--- src/rtl/wb_port_arb.sv ---
// Register-file write-port arbiter: pipeline writeback has absolute priority, and late
// multi-cycle results wait in a 2-entry in-order buffer, draining on idle writeback cycles.
//
// state  | meaning
// IDLE   | buffer empty, nothing pending
// PEND   | late results buffered, waiting for free write-port cycles
// STARVE | buffer starved too long; pipeline bubble requested
module wb_port_arb (
  input  logic        clk,
  input  logic        rst,
  input  logic        wb_valid,
  input  logic [2:0]  wb_reg,
  input  logic [15:0] wb_data,
  input  logic        mc_valid,
  input  logic [2:0]  mc_reg,
  input  logic [15:0] mc_data,
  output logic        mc_ready,
  output logic        rf_we,
  output logic [2:0]  rf_wreg,
  output logic [15:0] rf_wdata,
  output logic        stall_req,
  output logic        err
);

  typedef enum logic [1:0] {IDLE, PEND, STARVE} state_t;

  state_t      state, state_nxt;
  logic [1:0]  count, cnt_nxt;
  logic        head, tail;
  logic        ent_v    [2];
  logic [2:0]  ent_reg  [2];
  logic [15:0] ent_data [2];
  logic [2:0]  stv, stv_nxt;
  logic        push, pop;

  assign mc_ready = (count < 2'd2);
  assign push     = mc_valid & mc_ready;
  assign pop      = ~wb_valid & (count != 2'd0);
  assign err      = rst & mc_valid & ~mc_ready;

  always_comb begin
    cnt_nxt = count + {1'b0, push} - {1'b0, pop};
  end

  always_comb begin
    stv_nxt = stv;
    if (pop || count == 2'd0)
      stv_nxt = 3'd0;
    else if (wb_valid && stv != 3'd4)
      stv_nxt = stv + 3'd1;
  end

  // Write port is gated by rst so it reads as idle for the whole reset window.
  always_comb begin
    rf_we    = 1'b0;
    rf_wreg  = 3'd0;
    rf_wdata = 16'd0;
    if (rst) begin
      if (wb_valid) begin
        rf_we    = 1'b1;
        rf_wreg  = wb_reg;
        rf_wdata = wb_data;
      end else if (count != 2'd0 && ent_v[head]) begin
        rf_we    = 1'b1;
        rf_wreg  = ent_reg[head];
        rf_wdata = ent_data[head];
      end
    end
  end

  always_ff @(posedge clk or negedge rst) begin
    if (!rst) begin
      count <= 2'd0;
      head  <= 1'b0;
      tail  <= 1'b0;
      stv   <= 3'd0;
      for (int i = 0; i < 2; i++) begin
        ent_v[i]    <= 1'b0;
        ent_reg[i]  <= 3'd0;
        ent_data[i] <= 16'd0;
      end
    end else begin
      count <= cnt_nxt;
      stv   <= stv_nxt;
      // A pipeline write to the same register makes the buffered value stale.
      if (wb_valid) begin
        for (int i = 0; i < 2; i++) begin
          if (ent_reg[i] == wb_reg && !(push && tail == 1'(i)))
            ent_v[i] <= 1'b0;
        end
      end
      if (pop) begin
        ent_v[head] <= 1'b0;
        head        <= ~head;
      end
      if (push) begin
        ent_v[tail]    <= 1'b1;
        ent_reg[tail]  <= mc_reg;
        ent_data[tail] <= mc_data;
        tail           <= ~tail;
      end
    end
  end

  always_comb begin
    state_nxt = state;
    case (state)
      IDLE:    if (push) state_nxt = PEND;
      PEND: begin
        if (cnt_nxt == 2'd0)     state_nxt = IDLE;
        else if (stv_nxt == 3'd4) state_nxt = STARVE;
      end
      STARVE:  if (pop) state_nxt = (cnt_nxt == 2'd0) ? IDLE : PEND;
      default: state_nxt = IDLE;
    endcase
  end

  always_ff @(posedge clk or negedge rst) begin
    if (!rst) begin
      state     <= IDLE;
      stall_req <= 1'b0;
    end else begin
      state     <= state_nxt;
      stall_req <= (state_nxt == STARVE);
    end
  end

endmodule

--- config.mk ---
export PLATFORM = sky130hd
export DESIGN_NAME = wb_port_arb
export DESIGN_NICKNAME = d
export VERILOG_FILES = /design/src/rtl/wb_port_arb.sv
export SDC_FILE = /design/constraint.sdc
export NUM_CORES = 1
export LEC_CHECK = 0
export ABC_AREA = 1
export BUFFER_PORTS_ARGS = -buffer_cell sky130_fd_sc_hd__buf_2
export CAP_MARGIN = 20
export CELL_PAD_IN_SITES_DETAIL_PLACEMENT = 0
export CELL_PAD_IN_SITES_GLOBAL_PLACEMENT = 1
export CORE_MARGIN = 4
export CORE_UTILIZATION = 39
export CTS_CLUSTER_DIAMETER = 100
export DETAILED_ROUTE_END_ITERATION = 7
export PLACE_DENSITY = 0.81
export SYNTH_ARGS = -nofsm -noshare
export SYNTH_HDL_FRONTEND = slang
export SYNTH_SLANG_ARGS = --single-unit
--- constraint.sdc ---
create_clock -name clk -period 2 [get_ports clk]
set_input_delay 0.3 -clock clk [delete_from_list [all_inputs] [get_ports clk]]
set_output_delay 0.3 -clock clk [all_outputs]
set_load 0.05 [all_outputs]
==> metrics.txt, run 1 <==
outcome=finished clean; Period Utilization, post-route=98.9%; core footprint=roughly 6800 sq um; initial antenna violation count=0; share of layout cells above drive strength 1=35.1%; I/O pin count=between 60 and 70; total CTS buffers=5; Area growth syn-to-layout=30.0%; worst skew pair latency=just over 300 ps; antenna violation net count after detailed routing=0; CP endpoint kind=output port; worst slew pin tran=roughly 630 ps; Mapped Area=roughly 2700 sq um; vias in the first global route=2345; GRT Total Usage=about 16%; post-route worst setup slack=around 22 ps; Largest register FFs=32; TritonCTS clock tree=done; # DRC=0; Clock Sinks=50; Crit Path Class=flip-flop to output port; Reg clk slew, reported paths=approximately 100 ps; Syn Nets=around 370; dpl cell area=approximately 3100 sq um; most common cell after layout, fill and taps aside=nand2_1; Final Util=51.9%; VDD IR-drop max=0.000572 V; max incr delay on CP=between 400 and 500 ps; max-slew violations=0; library cells used by synthesis=25; drt initial violations=between 100 and 150; Syn Inst Count=321; Main synth FF type=dfrtp_1; hold_ws=178 ps; Setup Viol. Count Final=0; Std-Cell Rows=30; CTS Buffer Depth=2; Critical Path RT=between 1500 and 2000 ps; fin crit period=between 1500 and 2000 ps; TNS Setup=0 ps; die area=between 8000 and 9000 sq um; fill cell count=660; largest net degree at the start of global routing=about 50; die height=just over 90 microns; sequential element share of the synthesized area=between 40% and 50%; final instance area=~3500 sq um; YS warnings=0; most frequent cells in the layout=81 x nand2_1, 49 x dfrtp_1, 46 x buf_2, 36 x inv_1, 22 x nor2_1; synthesized flop and latch total=50; type of origin of the critical path=flip-flop; clock root cell=clkbuf_8; drt pass-1 iters=5; die width=91.4 microns; crit-path most repeated cell=buf_6; cts hold-fix bufs=0; GP Congestion=about 0.75; final net count=approximately 440; Critical-path top delay cell=dfrtp_1; placed cells=475; Remaining Overflow, GRT=0; Critical Path, Cell by Cell=inv_2 -> nand2_2 -> a21oi_2 -> o21ai_2 -> buf_6 -> nor3_2 -> buf_6; asr flop ratio synth=between 90% and 100%; syn_area_per_cell=8.45 sq um; Register-to-Register Path Depth=10; starting density of the core=around 40%; HPWL Detailed=approximately 4400 microns; Port Buffers=64; critical path depth in cells=7; DP Worst Slack=about 140 ps; max-cap violation count=0; relative slew slack=57.8%; Worst Path Buf+Inv=3; routed wire length=around 6500 microns; Tot Pwr=approximately 5 mW; PD cells=approximately 1400 nW/um^2; worst-path fanout max=11; RSZ-0062 raised after global routing=yes; CTS HTree Levels=2; worst hold-check path type=input port to asynchronous set/reset pin; Pleak=~1.8 nW; clk_skew=roughly 12 ps; Fmax=between 500 and 600 MHz; Via density=about 4.8; fin cells=around 500; critical path arrival=between 1500 and 2000 ps; EDFF count, synth=0; Vias=approximately 2300; drt wl/cell=approximately 13 microns; ANT cells=0; cell family with most CP delay=buffers and inverters; Hold Vio Cnt, Final=0; first-pass GRT wire length=between 10000 and 15000 microns
## worst paths after layout
| kind | slack, ps | endpoint | startpoint |
|---|---|---|---|
| worst max-delay path | 20 | rf_wreg[2] | head |
| worst min-delay path | 180 | ent_data[3] | rst |
| worst max register to register | 170 | state[1] | count[1] |
| worst min register to register | 490 | ent_data[18] | ent_data[18] |
| max in group asynchronous | 1360 | count[1] | rst |
| min in group clk | 240 | ent_data[29] | mc_data[13] |
## area by class of cell
type | count | area (sq um) | area share [%]
Multi-Input combinational cell | 214 | 1300 | 36.8
Sequential cell | 50 | 1250 | 35.5
Timing Repair Buffer | 79 | 574 | 16.3
Inverter | 39 | 146 | 4.15
Tap cell | 96 | 120 | 3.41
Clock buffer | 5 | 68.8 | 1.95
Clock inverter | 3 | 68.8 | 1.95
## per-layer routing
| layer | routed length, microns | up-vias | global-route usage, % |
|---|---|---|---|
| met3 | 345 | 5 | 3.73 |
| li1 | - | 1162 | - |
| met5 | 0 | - | 0 |
| met4 | 67 | 0 | 4.27 |
| met1 | 3020 | 1103 | 21.2 |
| met2 | 3110 | 56 | 27.8 |
## synthesized netlist by cell type, types with 2 or more instances
cell type | number | share of area, %
o211ai_1 | 2 | 0.55
inv_1 | 37 | 5.1
buf_6 | 7 | 2.9
ha_1 | 4 | 1.8
nor2_2 | 4 | 0.92
nand3_1 | 6 | 1.1
dfrtp_1 | 50 | 46
o2111ai_1 | 2 | 0.65
a211oi_2 | 10 | 4.6
xor2_1 | 2 | 0.65
nand2_1 | 82 | 11
o21ai_0 | 22 | 4.1
buf_2 | 3 | 0.55
a211oi_1 | 7 | 1.9
nand3b_1 | 2 | 0.55
nor2_1 | 22 | 3.0
clkbuf_1 | 7 | 0.97
xnor2_1 | 4 | 1.3
a21oi_1 | 22 | 4.1
inv_2 | 2 | 0.28
o21ai_2 | 20 | 6.5
## power breakdown
| group | switching (mW) | internal, mW | total, mW | leakage, nW |
|---|---|---|---|---|
| combinational | 1.47 | 0.912 | 2.38 | 1.06 |
| sequential | 0.288 | 1.46 | 1.75 | 0.626 |
| clock | 0.355 | 0.501 | 0.856 | 0.0683 |
| total | 2.11 | 2.87 | 4.99 | 1.75 |
## timing repair
item	in CTS	in global routing
buffers inserted	2	1
pin swaps	1	2
gates resized for setup	34	25
hold endpoints to repair	0	0
setup endpoints to repair	20	20
## kinds of logic (layout without fill, tap and decap cells)
kind of cell,after synthesis,after routing,share of synthesized area [%]
AO/OA/AOI/OAI,85,85,22.3
flip-flops,50,50,46.1
buffers and inverters,57,126,10.1
adder cells (fa/ha/maj),4,4,1.84
AND/OR/NAND/NOR,119,119,17.7
XOR/XNOR,6,6,1.94
(Power assumes the default switching activity.)
==> run 2: changes to the inputs <==
Settings changed: REMOVE_ABC_BUFFERS set to 1.
==> run 2 against run 1 <==
Routed wire length grew 2.7%. Critical path type unchanged. Total power shrank 3.2%. Highest routed layer unchanged. Cell area shrank 1.3%. Setup slack gained 16 ps. Largest power group unchanged.
==> metrics.txt, run 2 (synthesis results as in run 1) <==
die width=91.4 microns (unchanged); worst hold-check path type=input port to asynchronous set/reset pin; type of origin of the critical path=flip-flop; most frequent cells in the layout=81 x nand2_1, 49 x dfrtp_1, 45 x buf_2, 36 x inv_1, 22 x nor2_1; drt pass-1 iters=4 (-1); TritonCTS clock tree=done; most common cell after layout, fill and taps aside=nand2_1; Register-to-Register Path Depth=10 (unchanged); antenna violation net count after detailed routing=0 (unchanged); Clock Sinks=50 (unchanged); drt initial violations=101 (-20%); clock root cell=clkbuf_8; fill cell count=664 (+0.61%); share of layout cells above drive strength 1=35.1% (unchanged); relative slew slack=57.4% (-0.41 points); r2r startpoint=count[1]; Vias=2340 (+0.60%); max-cap violation count=0 (unchanged); met3 GRT Util=2.57% (-1.2 points); Hold Vio Cnt, Final=0 (unchanged); final net count=435 (unchanged); Std-Cell Rows=30 (unchanged); # DRC=0 (unchanged); I/O pin count=65 (unchanged); Crit. Startpoint=head; Largest register FFs=32 (unchanged); Setup Viol. Count Final=0 (unchanged); core footprint=6790 sq um (unchanged); outcome=finished clean; worst-path fanout max=20 (+9); GR Layer Usage met2=27.4% (-0.30 points); CP endpoint kind=output port; Fmax=510 MHz (+0.80%); CTS Buffer Depth=2 (unchanged); DP Worst Slack=123 ps (-17.0 ps); critical path arrival=1660 ps (-20 ps); met1 usage=22.0% (+0.77 points); die height=91.4 microns (unchanged); Area growth syn-to-layout=28.3%; CP Capture Point=rf_wreg[1]; die area=8360 sq um (unchanged); ANT cells=0 (unchanged); initial antenna violation count=0 (unchanged); HPWL Detailed=4620 microns (+3.9%); post-route worst setup slack=37.3 ps (+15.7 ps); Final Util=51.2% (-0.68 points); worst slew pin tran=639 ps (+6.15 ps); Port Buffers=64 (unchanged); RSZ-0062 raised after global routing=yes; drt wl/cell=13.8 microns (+2.7%); clk_skew=12.3 ps (+0.545 ps); max-slew violations=0 (unchanged); GRT Max-Usage Layer=met2; vias in the first global route=2336 (-0.38%); routed wire length=6710 microns (+2.7%); first-pass GRT wire length=11200 microns (+0.13%); worst skew pair latency=300 ps (about the same); total CTS buffers=5 (unchanged); Crit Path Class=flip-flop to output port; PD cells=1390 nW/um^2 (-2.0%); Remaining Overflow, GRT=0 (unchanged); Via density=4.81 (+0.60%); CTS HTree Levels=2 (unchanged); GRT Total Usage=16.4% (-0.061 points); starting density of the core=39.9% (unchanged); largest net degree at the start of global routing=51 (unchanged); Critical Path RT=1700 ps (about the same); Pleak=1.74 nW (-0.89%); Reg clk slew, reported paths=100 ps (about the same); R2R Path End=stall_req; GP Congestion=0.753 (+0.82%); Period Utilization, post-route=98.1% (-0.78 points); VDD IR-drop max=0.000584 V (+2.1%); Reg2Reg Setup Slack=190 ps (+20 ps); fin crit period=1960 ps (-15.7 ps); cts hold-fix bufs=0 (unchanged)
-- run 2: changes by cell type in the layout (fill, tap and decap cells not counted), sizes merged --
cell    before  now
inv         39   40
bufinv       2    1
-- run 2: what timing repair did --
item	CTS	global route
gates resized for setup	33	27
setup endpoints to repair	18	22
pin swaps	1	0
setup buffers	2	2
-- run 2: final cells by class --
type | instances | area [sq um] | area share (%)
multi-input cells | 214 | 1290 | 37.1
inverters | 39 | 146 | 4.21
repair buffers | 79 | 556 | 16.0
clock inverters | 3 | 47.5 | 1.37
clock buffers | 5 | 68.8 | 1.98
flip-flops and latches | 50 | 1250 | 36.0
well taps | 96 | 120 | 3.45
-- run 2: metal layers --
metal	vias to the layer above	part of all wire (%)
li1	1173	-
met1	1103	47
met2	56	48
met3	8	4.2
met4	0	1.1
met5	-	0
-- run 2: worst min path at each step --
stage	start	to	slack (ps)	cells past startpoint
2_1_floorplan	rst	count[0]	4	0
3_3_place_gp	ent_data[21]	ent_data[21]	460	2
3_5_place_dp	ent_data[25]	ent_data[25]	470	2
4_1_cts	rst	ent_data[14]	210	2
5_1_grt	rst	ent_data[14]	250	2
6_report	rst	ent_data[30]	190	2
-- run 2: worst max-delay path: stages, from the launching register on --
cell,delay [ps]
dfrtp_1,430
inv_2,80
buf_4,270
nand2_1,140
a211oi_4,250
buf_6,190
-- run 2: where the power goes --
part / total [mW] / internal, mW / leakage, nW / switching [mW]
logic: 2.35 / 0.865 / 1.05 / 1.49
clock network: 0.725 / 0.379 / 0.0587 / 0.346
registers: 1.75 / 1.46 / 0.626 / 0.288
-- run 2: stage by stage --
step           TNS, ps  area [sq um]  hold WS, ps  power, mW  cells
2_1_floorplan   -13300          2590         4.41       3.21    303
3_3_place_gp         0          3120          464       3.77    475
3_5_place_dp         0          3120          469       3.82    475
4_1_cts              0          3360          214       4.71    485
5_1_grt           -192          3480          251       5.18    486
6_report             0          3480          194       4.82    486
==> run 3: changes to the inputs <==
Settings changed: CELL_PAD_IN_SITES_DETAIL_PLACEMENT 0 to 1, CELL_PAD_IN_SITES_GLOBAL_PLACEMENT 1 to 2, CORE_UTILIZATION 39 to 31, HOLD_SLACK_MARGIN set to 0.02.
Clock period 2 ns to 2.08 ns, I/O delays scaled along.
==> run 3 against run 2 <==
Routed wire length grew 7.3%. Cell area fell by 3.9%. First-iteration DRC count increased by 12%. Combinational power decreased by 11%. Critical endpoint is now rf_wdata[11]. Non-clock buffer count down 3. Highest routed layer unchanged. Total power shrank 7.3%. Sequential share of layout area is 1.4 points higher. Worst hold slack improved by 68 ps. Sequential cell count unchanged. Sequential power is 5% lower. Count of clock-buffer cells in the layout is 1 higher. Clock skew shrank 3.2 ps.
==> metrics.txt, run 3 (synthesis results as in run 1) <==
CTS HTree Levels=2 (unchanged); initial antenna violation count=0 (unchanged); vias in the first global route=2435 (+4.2%); die width=102 microns (+11%); Largest register FFs=32 (unchanged); die height=102 microns (+11%); # DRC=0 (unchanged); relative slew slack=62.4% (+5.0 points); register share of total power=37.4% (+1.2 points); Pleak=1.70 nW (-2.3%); Tot Pwr=4.47 mW (-7.3%); I/O pin count=65 (unchanged); Port Buffers=64 (unchanged); sw frac=44.2% (+0.27 points); worst slew pin tran=563 ps (-75.3 ps); HPWL Detailed=5230 microns (+13%); max-cap violation count=0 (unchanged); dpl cell area=3120 sq um (+0.12%); largest net degree at the start of global routing=41 (-20%); Hold EP=ent_data[29]; drt wl/cell=14.6 microns (+6.0%); worst hold-check path type=input port to flip-flop; worst skew pair latency=300 ps (about the same); Via density=4.73 (-1.9%); Logic pwr share=47.1% (-1.7 points); fin crit period=1990 ps; r2r startpoint=count[1]; Crit Path Class=flip-flop to output port; clock root cell=clkbuf_8; Hold Vio Cnt, Final=0 (unchanged); Clock Sinks=50 (unchanged); NetSw=1.98 mW (-6.8%); die area=10300 sq um (+23%); most common cell after layout, fill and taps aside=nand2_1; GP Congestion=0.778 (+3.2%); Remaining Overflow, GRT=0 (unchanged); min-delay src=mc_data[13]; Fmax=502 MHz; routed wire length=7200 microns (+7.3%); most frequent cells in the layout=82 x nand2_1, 50 x dfrtp_1, 46 x buf_2, 37 x inv_1, 25 x buf_4; final instance area=3340 sq um (-3.9%); Period Utilization, post-route=95.8%; WHS Path Cells=3; PD cells=1340 nW/um^2 (-3.5%); type of origin of the critical path=flip-flop; outcome=finished clean; max-slew violations=0 (unchanged); clk_skew=9.15 ps (-3.20 ps); antenna violation net count after detailed routing=0 (unchanged); Setup Viol. Count Final=0 (unchanged); drt initial violations=113 (+12%); total CTS buffers=5 (unchanged); starting density of the core=32.4% (-7.6 points); Pint=2.49 mW (-7.8%); TritonCTS clock tree=done; CTS Buffer Depth=2 (unchanged); drt pass-1 iters=4 (unchanged); CP endpoint kind=output port; Post-CTS Setup Bufs=0 (-2); fill cell count=1052 (+58%); share of layout cells above drive strength 1=32.8% (-2.3 points); Reg clk slew, reported paths=100 ps (about the same); Critical Path RT=1770 ps (+70 ps); Reg2Reg Setup Slack=200 ps (about the same); Area growth syn-to-layout=23.2%; GRT Total Usage=14.5% (-1.9 points); post-route worst setup slack=87.1 ps (+49.8 ps); RSZ-0062 raised after global routing=yes; final net count=432 (-0.69%); VDD IR-drop max=0.000438 V (-25%); worst-path fanout max=12 (-40%); Std-Cell Rows=33 (+10%); core footprint=8380 sq um (+23%); DP Worst Slack=220 ps (+96.5 ps); Vias=2325 (-0.64%); critical path arrival=1680 ps (+20 ps); R2R Path End=state[1]; ANT cells=0 (unchanged); TNS Setup=0 ps (unchanged); clock power share=15.5% (+0.5 points); Register-to-Register Path Depth=10 (unchanged); first-pass GRT wire length=11900 microns (+6.4%)
==> run 3: routing by layer <==
metal / wire, microns / track usage (%) / part of all wire (%) / vias up
li1: - / - / - / 1164
met1: 3220 / 18.5 / 45 / 1113
met2: 3630 / 25.7 / 50 / 41
met3: 270 / 2.55 / 3.8 / 7
met4: 75 / 2.76 / 1.0 / 0
met5: 0 / 0 / 0 / -
==> run 3: how the worst max path moves through the flow <==
stage | from | end | cells after the start
finish | count[1] | rf_wdata[11] | 6
CTS | count[1] | rf_wreg[1] | 6
global placement | wb_valid | rf_wreg[1] | 5
floorplan | head | rf_wdata[10] | 5
global route | head | rf_wdata[11] | 7
detailed placement | count[1] | state[1] | 10
==> run 3: layout make-up <==
type	count	area, sq um	area share [%]
clock inverters	2	37.5	1.12
well taps	105	131	3.93
flip-flops and latches	50	1250	37.4
repair buffers	76	469	14.0
inverters	39	146	4.38
multi-input cells	214	1240	37.0
clock buffers	6	72.6	2.17
==> run 3: worst max-delay path: stages, from the launching register on <==
cell and delay, ps:
dfrtp_1 470, nor2_4 80, a21oi_1 150, o21ai_2 80, buf_6 180, a211oi_2 180, buf_4 240
==> run 3: metrics by stage <==
step	std cells	util [%]	hold slack, ps
floorplan	303	-	16.4
global placement	483	37.2	349
detailed placement	483	37.2	356
CTS	492	38.8	254
global route	492	39.9	262
finish	492	39.9	262
==> run 3: what timing repair did <==
item | CTS | global route
hold buffers | 1 | 0
gates cloned | 0 | 0
resized for setup | 5 | 37
hold endpoints to repair | 9 | 0
setup endpoints to repair | 5 | 20
==> run 3: power groups by stage <==
stage / clock, mW / combinational [mW] / sequential [mW]
finish: 0.692 / 2.10 / 1.67
CTS: 0.717 / 2.06 / 1.67
floorplan: 0 / 1.43 / 1.65
global placement: 0 / 1.99 / 1.66
global route: 0.758 / 2.36 / 1.73
detailed placement: 0 / 2.03 / 1.69
